`config.mk`:
```
export PLATFORM = sky130hd
export DESIGN_NAME = def_cmd_sched
export DESIGN_NICKNAME = d
export VERILOG_FILES = /design/src/rtl/def_cmd_pkg.sv /design/src/rtl/cmd_fifo.sv /design/src/rtl/def_cmd_sched.sv
export SDC_FILE = /design/constraint.sdc
export NUM_CORES = 1
export LEC_CHECK = 0
export CORE_MARGIN = 5
export CORE_UTILIZATION = 25
export CTS_CLUSTER_DIAMETER = 200
export DETAILED_ROUTE_END_ITERATION = 7
export GPL_TIMING_DRIVEN = 1
export PLACE_DENSITY = 0.43
export SYNTH_ARGS = -nofsm -noshare
export SYNTH_HDL_FRONTEND = slang
export SYNTH_SLANG_ARGS = --single-unit
```
`constraint.sdc`:
```
create_clock -name clk -period 5 [get_ports clk]
set_input_delay 1 -clock clk [delete_from_list [all_inputs] [get_ports clk]]
set_output_delay 1 -clock clk [all_outputs]
set_load 0.005 [all_outputs]
```
`src/rtl/def_cmd_pkg.sv`:
```
// Shared constants and types for the defectoscope command scheduler.
package def_cmd_pkg;

  localparam logic [7:0] ADDR_CH0   = 8'h00;
  localparam logic [7:0] ADDR_CH1   = 8'h01;
  localparam logic [7:0] ADDR_BCAST = 8'h02;
  localparam logic [7:0] ADDR_CTRL  = 8'h03;

  localparam int CTRL_POLL_EN = 0;
  localparam int CTRL_FLUSH   = 1;
  localparam int CTRL_CLR     = 2;

  typedef enum logic [1:0] {
    IDLE      = 2'd0,
    SEND_CMD  = 2'd1,
    SEND_POLL = 2'd2
  } sched_state_t;

  // Poll word carries the channel index in bit0 so the far end can tell them apart.
  function automatic logic [31:0] poll_word(input logic [31:0] base, input logic ch);
    return (base & ~32'd1) | {31'd0, ch};
  endfunction

endpackage

```
`src/rtl/cmd_fifo.sv`:
```
// Small synchronous FIFO with head-of-queue read port and synchronous flush.
module cmd_fifo #(
  parameter int AW = 2,
  parameter int DW = 32
) (
  input  logic          clk,
  input  logic          reset,
  input  logic          push_i,
  input  logic          pop_i,
  input  logic          flush_i,
  input  logic [DW-1:0] data_i,
  output logic [DW-1:0] data_o,
  output logic          full_o,
  output logic          empty_o,
  output logic [AW:0]   count_o
);

  localparam int         DEPTH   = 1 << AW;
  localparam logic [AW:0] DEPTH_C = (AW+1)'(DEPTH);

  logic [DW-1:0] mem_q [DEPTH];
  logic [AW-1:0] wr_ptr_q, wr_ptr_d;
  logic [AW-1:0] rd_ptr_q, rd_ptr_d;
  logic [AW:0]   cnt_q, cnt_d;
  logic          do_push, do_pop;

  assign full_o  = (cnt_q == DEPTH_C);
  assign empty_o = (cnt_q == '0);
  assign count_o = cnt_q;
  assign data_o  = mem_q[rd_ptr_q];

  // Full/empty are judged on the registered count, so a same-cycle pop never frees a slot.
  assign do_push = push_i & ~full_o;
  assign do_pop  = pop_i & ~empty_o;

  // Pointer and occupancy update; flush overrides everything.
  always_comb begin
    wr_ptr_d = wr_ptr_q;
    rd_ptr_d = rd_ptr_q;
    cnt_d    = cnt_q;
    if (flush_i) begin
      wr_ptr_d = '0;
      rd_ptr_d = '0;
      cnt_d    = '0;
    end else begin
      if (do_push) wr_ptr_d = wr_ptr_q + AW'(1);
      if (do_pop)  rd_ptr_d = rd_ptr_q + AW'(1);
      case ({do_push, do_pop})
        2'b10:   cnt_d = cnt_q + (AW+1)'(1);
        2'b01:   cnt_d = cnt_q - (AW+1)'(1);
        default: cnt_d = cnt_q;
      endcase
    end
  end

  // Pointer/count registers.
  always_ff @(posedge clk or posedge reset) begin
    if (reset) begin
      wr_ptr_q <= '0;
      rd_ptr_q <= '0;
      cnt_q    <= '0;
    end else begin
      wr_ptr_q <= wr_ptr_d;
      rd_ptr_q <= rd_ptr_d;
      cnt_q    <= cnt_d;
    end
  end

  // Storage array; contents need no reset because the count gates every read.
  always_ff @(posedge clk) begin
    if (do_push && !flush_i) mem_q[wr_ptr_q] <= data_i;
  end

endmodule

```
`src/rtl/def_cmd_sched.sv`:
```
// Command scheduler for the two control transmitters: per-channel queues,
// periodic poll insertion and valid/ready output handshake.
module def_cmd_sched
  import def_cmd_pkg::*;
#(
  parameter int          FIFO_AW  = 2,
  parameter logic [31:0] POLL_DIV = 32'd50000,
  parameter logic [31:0] POLL_CMD = 32'hA5000000
) (
  input  logic        clk,
  input  logic        reset,
  input  logic        i_cmd_wr,
  input  logic [7:0]  i_cmd_addr,
  input  logic [31:0] i_cmd_data,
  output logic [31:0] o_cntr_data0,
  output logic [31:0] o_cntr_data1,
  output logic [1:0]  o_cntr_valid,
  input  logic [1:0]  i_cntr_ready,
  output logic [15:0] o_status,
  output logic        o_irq
);

  logic        wr_ch0, wr_ch1, wr_bcast, wr_ctrl;
  logic        flush, clr_flags;
  logic [1:0]  full, push, ovf_set, poll_take;
  logic [1:0]  ovf_q, ovf_d;
  logic [1:0]  poll_pend_q, poll_pend_d;
  logic        poll_miss_q, poll_miss_d;
  logic        poll_en_q, poll_en_d;
  logic [31:0] poll_cnt_q, poll_cnt_d;
  logic        poll_wrap;
  logic [1:0][31:0] data_out;
  logic [1:0][1:0]  cnt_sat;

  // Address decode and queue admission; broadcast is all-or-nothing.
  always_comb begin
    wr_ch0    = i_cmd_wr && (i_cmd_addr == ADDR_CH0);
    wr_ch1    = i_cmd_wr && (i_cmd_addr == ADDR_CH1);
    wr_bcast  = i_cmd_wr && (i_cmd_addr == ADDR_BCAST);
    wr_ctrl   = i_cmd_wr && (i_cmd_addr == ADDR_CTRL);
    flush     = wr_ctrl && i_cmd_data[CTRL_FLUSH];
    clr_flags = wr_ctrl && i_cmd_data[CTRL_CLR];
    push[0]    = (wr_ch0 && !full[0]) || (wr_bcast && (full == 2'b00));
    push[1]    = (wr_ch1 && !full[1]) || (wr_bcast && (full == 2'b00));
    ovf_set[0] = (wr_ch0 || wr_bcast) && full[0];
    ovf_set[1] = (wr_ch1 || wr_bcast) && full[1];
  end

  // Poll timer, pending polls and sticky flags; a new event wins over a clear on the same edge.
  always_comb begin
    poll_wrap   = poll_en_q && (poll_cnt_q == POLL_DIV - 32'd1);
    poll_en_d   = wr_ctrl ? i_cmd_data[CTRL_POLL_EN] : poll_en_q;
    poll_cnt_d  = (!poll_en_q || poll_wrap) ? 32'd0 : poll_cnt_q + 32'd1;
    poll_pend_d = flush ? 2'b00 : (poll_pend_q & ~poll_take);
    if (poll_wrap) poll_pend_d = 2'b11;
    ovf_d       = (clr_flags ? 2'b00 : ovf_q) | ovf_set;
    poll_miss_d = clr_flags ? 1'b0 : poll_miss_q;
    if (poll_wrap && ((poll_pend_q & ~poll_take) != 2'b00)) poll_miss_d = 1'b1;
  end

  // Control/status registers.
  always_ff @(posedge clk or posedge reset) begin
    if (reset) begin
      ovf_q       <= '0;
      poll_pend_q <= '0;
      poll_miss_q <= 1'b0;
      poll_en_q   <= 1'b0;
      poll_cnt_q  <= '0;
    end else begin
      ovf_q       <= ovf_d;
      poll_pend_q <= poll_pend_d;
      poll_miss_q <= poll_miss_d;
      poll_en_q   <= poll_en_d;
      poll_cnt_q  <= poll_cnt_d;
    end
  end

  for (genvar ch = 0; ch < 2; ch++) begin : g_ch
    logic [31:0]      head;
    logic             full_w, empty_w, pop, take;
    logic [FIFO_AW:0] count_w;
    sched_state_t     state_q, state_d;
    logic [31:0]      data_q, data_d;

    cmd_fifo #(.AW(FIFO_AW), .DW(32)) u_fifo (
      .clk     (clk),
      .reset   (reset),
      .push_i  (push[ch]),
      .pop_i   (pop),
      .flush_i (flush),
      .data_i  (i_cmd_data),
      .data_o  (head),
      .full_o  (full_w),
      .empty_o (empty_w),
      .count_o (count_w)
    );

    // Channel FSM: a pending poll beats a queued command; nothing new starts on a flush edge.
    always_comb begin
      state_d = state_q;
      data_d  = data_q;
      pop     = 1'b0;
      take    = 1'b0;
      case (state_q)
        IDLE: begin
          if (!flush) begin
            if (poll_pend_q[ch]) begin
              data_d  = poll_word(POLL_CMD, 1'(ch));
              take    = 1'b1;
              state_d = SEND_POLL;
            end else if (!empty_w) begin
              data_d  = head;
              pop     = 1'b1;
              state_d = SEND_CMD;
            end
          end
        end
        SEND_CMD, SEND_POLL: begin
          if (i_cntr_ready[ch]) state_d = IDLE;
        end
        default: state_d = IDLE;
      endcase
    end

    // Channel state and output word registers.
    always_ff @(posedge clk or posedge reset) begin
      if (reset) begin
        state_q <= IDLE;
        data_q  <= '0;
      end else begin
        state_q <= state_d;
        data_q  <= data_d;
      end
    end

    assign full[ch]         = full_w;
    assign poll_take[ch]    = take;
    assign data_out[ch]     = data_q;
    assign o_cntr_valid[ch] = (state_q != IDLE);
    assign cnt_sat[ch]      = (count_w > (FIFO_AW+1)'(2)) ? 2'd3 : count_w[1:0];
  end

  assign o_cntr_data0 = data_out[0];
  assign o_cntr_data1 = data_out[1];
  assign o_status     = {8'h00, poll_miss_q, poll_en_q, ovf_q, cnt_sat[1], cnt_sat[0]};
  assign o_irq        = (|ovf_q) | poll_miss_q;

endmodule

```
After elaboration in Yosys (flattened, before gate mapping) --
Memories as Yosys holds them, arrays and structs flattened. Cells that the tools add are included.
Operators by class: add/sub/neg operators 9, order comparisons 2, equal/unequal tests 22, muxes and demuxes 52, bitwise logic cells 13, reductions and logical operators 47
Operators by type and width (number):
- $mux W32 | 5
- $mux W2 | 21
- $add A32 B1 Y32 const B | 1
- $eq A32 B16 Y1 const B | 1
- $mux W1 | 20
- $eq A8 B2 Y1 const B | 2
- $reduce_bool A2 Y1 | 8
- $logic_and A1 B1 Y1 | 15
- $ne A2 B2 Y1 const B | 6
- $pmux W3 S2 | 2
- $reduce_and A3 Y1 | 4
- $add A2 B1 Y2 const B | 4
- $eq A2 B1 Y1 const B | 4
- $eq A2 B2 Y1 const B | 4
- $eq A8 B1 Y1 const B | 1
- $logic_not A8 Y1 | 1
- $pmux W2 S2 | 2
- $add A3 B1 Y3 const B | 2
- $eq A3 B3 Y1 const B | 2
- $gt A3 B2 Y1 const B | 2
- $logic_not A2 Y1 | 3
- $logic_not A3 Y1 | 2
- $mux W3 | 2
- $ne A3 B3 Y1 const B | 2
- other kinds (11) | 29
Storage, ports and cells: flip-flop bits (word level) 120, memory bits (writable) 256, output and inout bits 83, logic and storage cells 162, memories kept 2
Memories:
- g_ch[0].u_fifo.mem_q | words 4, bits a word 32, read ports 1, clocked after memory_dff 0, wr ports 1, RTL line cmd_fifo.sv:21 | logic [DW-1:0] mem_q [DEPTH];
- g_ch[1].u_fifo.mem_q | words 4, bits a word 32, read ports 1, clocked after memory_dff 0, wr ports 1, RTL line cmd_fifo.sv:21

Logic depth before layout (Yosys ltp) --
word-level depth 10, depth in mapped cells 10

Modules after synthesis --
A second synthesis with hierarchy kept.
Unflattened totals: cells, all modules 882, area, all modules 15215.8 um2
By module, submodules not included:
- cmd_fifo | times used 2, cells an instance 233, area each 5241.3 um2, seq. area each 4018.9 um2
- def_cmd_sched | times used 1, cells an instance 416, area each 4733.3 um2, seq. area each 2652.5 um2

Worst setup path before layout --
OpenSTA, ideal clock, no wires.
path kind input to register, start input port i_cmd_addr[3], end memory g_ch[1].u_fifo.mem_q[0][0], enable pin, library setup time 0.392 ns, arrival time 2.829 ns, data required time 4.608 ns, slack 1.779 ns, stages on the path 4, path through nor4_2 nand2_1 nor3_4 and2_1
On the way: cells in the longest elaborated chain, start to end 8, elaborated cells between the ends (all ways) 15, those cells by class 3 x eq/ne; 2 x mux; 1 x bitwise; 9 x reduce/logical
RTL lines:
- start: declaration | RTL line def_cmd_sched.sv:13 | input logic [7:0] i_cmd_addr,
- $eq A8 B1 Y1 / $eq A8 B2 Y1 (equally long branches) | RTL line def_cmd_sched.sv:38, def_cmd_sched.sv:39
- $logic_and A1 B1 Y1 (on tied branches) | RTL line def_cmd_sched.sv:38, def_cmd_sched.sv:39
- $logic_and A1 B1 Y1 | RTL line def_cmd_sched.sv:44 | push[1] = (wr_ch1 && !full[1]) || (wr_bcast && (full == 2'b00));
- $logic_or A1 B1 Y1 | RTL line def_cmd_sched.sv:44
- $and A1 B1 Y1 | RTL line cmd_fifo.sv:33 | assign do_push = push_i & ~full_o;
- $logic_and A1 B1 Y1 * | RTL line cmd_fifo.sv:71 | if (do_push && !flush_i) mem_q[wr_ptr_q] <= data_i;
- $mux W1 * | RTL line cmd_fifo.sv:71
- $mux W1 (implied by the code) * | RTL line cmd_fifo.sv:71
- end: declaration | RTL line cmd_fifo.sv:21
Mark *: on every way between the ends. The rest lies on a longest branch, timed or not.

Worst setup path after layout --
start input port i_cmd_wr, end memory g_ch[1].u_fifo.mem_q[1][30], enable pin
On the way: cells in the longest elaborated chain, start to end 7, elaborated cells between the ends (all ways) 12, those cells by class 2 x mux; 1 x bitwise; 9 x reduce/logical
RTL lines:
- start: declaration | RTL line def_cmd_sched.sv:12 | input logic i_cmd_wr,
- $logic_and A1 B1 Y1 (on tied branches) | RTL line def_cmd_sched.sv:38, def_cmd_sched.sv:39
- $logic_and A1 B1 Y1 | RTL line def_cmd_sched.sv:44
- $logic_or A1 B1 Y1 | RTL line def_cmd_sched.sv:44
- $and A1 B1 Y1 | RTL line cmd_fifo.sv:33
- $logic_and A1 B1 Y1 * | RTL line cmd_fifo.sv:71
- $mux W1 * | RTL line cmd_fifo.sv:71
- $mux W1 (implied by the code) * | RTL line cmd_fifo.sv:71
Marks and branches as above.

==> reports/qor.csv <==
stage;metric;value;unit
drt;routed vias/inst;4.34;
min_path;hold path cells;2;
synth;Yosys top cell area share;0.521;
run_status;status;completed;
grt;gr ovfl total;0;
drt;mean routed wirelength per cell;20.5;microns
drt;first-pass iteration count of the detailed router;4;
power_and_ir_drop;Power Density;538;mW/mm^2
place;gp weighted congestion;0.711;
floorplanning;Cell Rows;89;
timing;Final Hold Fails;0;
floorplanning;Top-Level Pins;128;
finish;NumNets Final;1050;
synth;Async S/R FF share, synth;0.319;
synth;most numerous cell in the Yosys netlist;edfxtp_1;
floorplanning;core area;0.0587;sq mm
synth;number of synthesized flops with an enable pin;256;
clock_network;CTS Buf Count;44;
grt;vias in the first global route;8471;
power_and_ir_drop;worst vdd ir;0.300;mV
timing;Final min period;3.29;ns
synth;synth unique cells;54;
timing;f_max;0.304;GHz
clock_network;Root Buffer;clkbuf_16;
clock_network;Gates resized, CTS repair;0;
clock_network;H-Tree Depth;2;
clock_network;clock tree buffer depth;3;
clock_network;Reg clk slew, reported paths;0.06;ns
clock_network;setup bufs post-CTS;0;
worst_setup_path;Crit Path Class;in2reg;
worst_setup_path;Data required, critical path;5.17;ns
synth;Synth Instances;848;
timing;Setup-failing EPs final;0;
min_path;class of the tightest hold or removal check;reg2reg;
drt;via count;7828;
timing;setup TNS;0;ns
worst_setup_path;Crit Reg-Reg Endpoint;g_ch[1].u_fifo.count_o[2];
place;port bufs;119;
synth;number of synthesized register bits;376;
timing;RSZ-0062 raised after global routing;false;
worst_setup_path;Worst Reg-to-Reg Cells;8;
grt;initial antenna violation count;3;
grt;largest net degree at the start of global routing;84;
floorplanning;Initial Utilization;0.251;
worst_setup_path;RR Startpoint;g_ch[1].u_fifo.count_o[0];
finish;Area Growth Syn to Fin;24.2;%
worst_setup_path;crit path DAT;3.46;ns
synth;most frequent cells after synthesis;edfxtp_1 (256), dfrtp_1 (120), mux4_2 (65);
drt;final WL;36900;microns
floorplanning;Die Span X;253;microns
synth;register area share after synthesis;0.725;
timing;final period utilization;0.657;
flow_run;Max-Cap Viols;0;
clock_network;Sink Count;376;
synth;dominant cell type by area after synthesis;edfxtp_1;
timing;Slew Limit Fails;0;
timing;Max transition margin;0.322;
floorplanning;die height;253;microns
clock_network;count of hold-fix buffers inserted at cts;0;
finish;layout cell share with drive strength beyond 1;0.175;
timing;worst setup slack after layout;1.71;ns
clock_network;clk_lat worst skew;0.56;ns
worst_setup_path;Setup crit start kind;primary input;
place;DP HPWL;23600;microns
grt;first-pass GRT wire length;56100;microns
clock_network;CTS tree;done;
drt;number of remaining DRC errors;0;
synth;Synth Flop Type;edfxtp_1;
worst_setup_path;CP Max Fanout;32;
place;dpl ws;1.04;ns
min_path;Hold Crit Start;o_cntr_data0[24];
drt;post-route ant nets;0;
worst_setup_path;internal reg-to-reg setup slack;2.43;ns
synth;Yosys warning count;0;
synth;Cell Area, Synth;0.0147;sq mm
synth;syn avg cell area;17.4;sq um
floorplanning;die area;0.0639;sq mm
synth;top cells by area, synth;edfxtp_1 (52%), dfrtp_1 (20%), mux4_2 (9.9%);
grt;total track usage;0.115;
timing;slew at the pin closest to its max-slew limit;1.01;ns
power_and_ir_drop;leakage power;6.38;nW
min_path;Hold Path End;o_cntr_data0[24];
worst_setup_path;CP endpoint kind;register;
timing;skew final;0.0165;ns
drt;number of DRC markers in iteration 0;439;
## cells by family (layout without fill, tap and decap cells)
family | after synthesis | in the layout | synth area share
xor+xnor | 33 | 33 | 0.0196
compound gates | 95 | 95 | 0.0511
mux | 73 | 73 | 0.105
fa+ha+maj | 13 | 13 | 0.0121
other cells | 1 | 9 | 0.000254
flops | 376 | 376 | 0.725
buf+inv | 61 | 234 | 0.0188
simple gates | 196 | 196 | 0.0682
## cell type report
cell class	instances	area, sq um
Antenna cell	1	2.50
Multi-Input combinational cell	418	3830
Fill cell	5699	40400
Inverter	16	65.1
Clock buffer	63	1250
Sequential cell	376	10700
Timing Repair Buffer	136	1330
Tap cell	773	967
Clock inverter	19	163
## registers in the layout, summed over array words and instances (netlist names), 2 cells and up
name                  flops
o_cntr_data0             32
g_ch.u_fifo.wr_ptr_q      4
o_cntr_data1             32
g_ch.u_fifo.count_o       6
poll_cnt_q               32
g_ch.u_fifo.mem_q       256
ovf_q                     2
g_ch.state_q              4
g_ch.u_fifo.rd_ptr_q      4
poll_pend_q               2
## per-stage QoR
stage | std cells | total power, mW | utilization | cell area, sq um | hold WS (ns)
floorplan | 855 | 5.54 | - | 14800 | 0.455
global route | 1801 | 10.4 | 0.312 | 18300 | 0.523
finish | 1802 | 9.84 | 0.312 | 18300 | 0.480
detailed placement | 1719 | 6.89 | 0.288 | 16900 | 0.472
CTS | 1801 | 10.1 | 0.312 | 18300 | 0.486
global placement | 1719 | 6.87 | 0.288 | 16900 | 0.469
## placed cells by master (no fill, tap or decap), drive strengths merged, types with 19 or more instances in the layout
| cell | n |
|---|---|
| a22o | 57 |
| clkbuf | 63 |
| clkdlybuf4s50 | 119 |
| dfrtp | 120 |
| edfxtp | 256 |
| inv | 19 |
| mux4 | 65 |
| nand2 | 40 |
| nand3 | 20 |
| nor2 | 57 |
| xor2 | 20 |
## power breakdown
group | total [mW] | internal [mW] | switching (mW)
registers | 4.11 | 3.67 | 0.447
logic | 2.60 | 1.46 | 1.14
clock network | 3.12 | 1.82 | 1.31
total | 9.84 | 6.94 | 2.90
## worst max-delay path: stages
cell and delay [ns]:
clkdlybuf4s50_1 0.45, nor3b_1 0.36, nand2_1 0.31, nor3_4 0.49, and2_2 0.83
## per-layer routing
| layer | routed length [microns] | GRT usage |
|---|---|---|
| met1 | 16500 | 0.156 |
| met5 | 33 | 0 |
| met2 | 18100 | 0.189 |
| met3 | 1590 | 0.0247 |
| met4 | 738 | 0.0319 |
## worst max-delay path by stage
stage / cells past startpoint / startpoint / endpoint / slack, ns
2_1_floorplan: 1 / reset / g_ch[0].state_q[0] / 0.81
3_3_place_gp: 5 / i_cmd_wr / g_ch[1].u_fifo.mem_q[1][18] / 0.96
3_5_place_dp: 5 / i_cmd_wr / g_ch[1].u_fifo.mem_q[1][30] / 1.04
4_1_cts: 5 / i_cmd_wr / g_ch[1].u_fifo.mem_q[1][30] / 1.62
5_1_grt: 5 / i_cmd_wr / g_ch[1].u_fifo.mem_q[1][27] / 1.50
6_report: 5 / i_cmd_wr / g_ch[1].u_fifo.mem_q[1][30] / 1.71
Note: power is estimated with default switching activity, not from simulation.
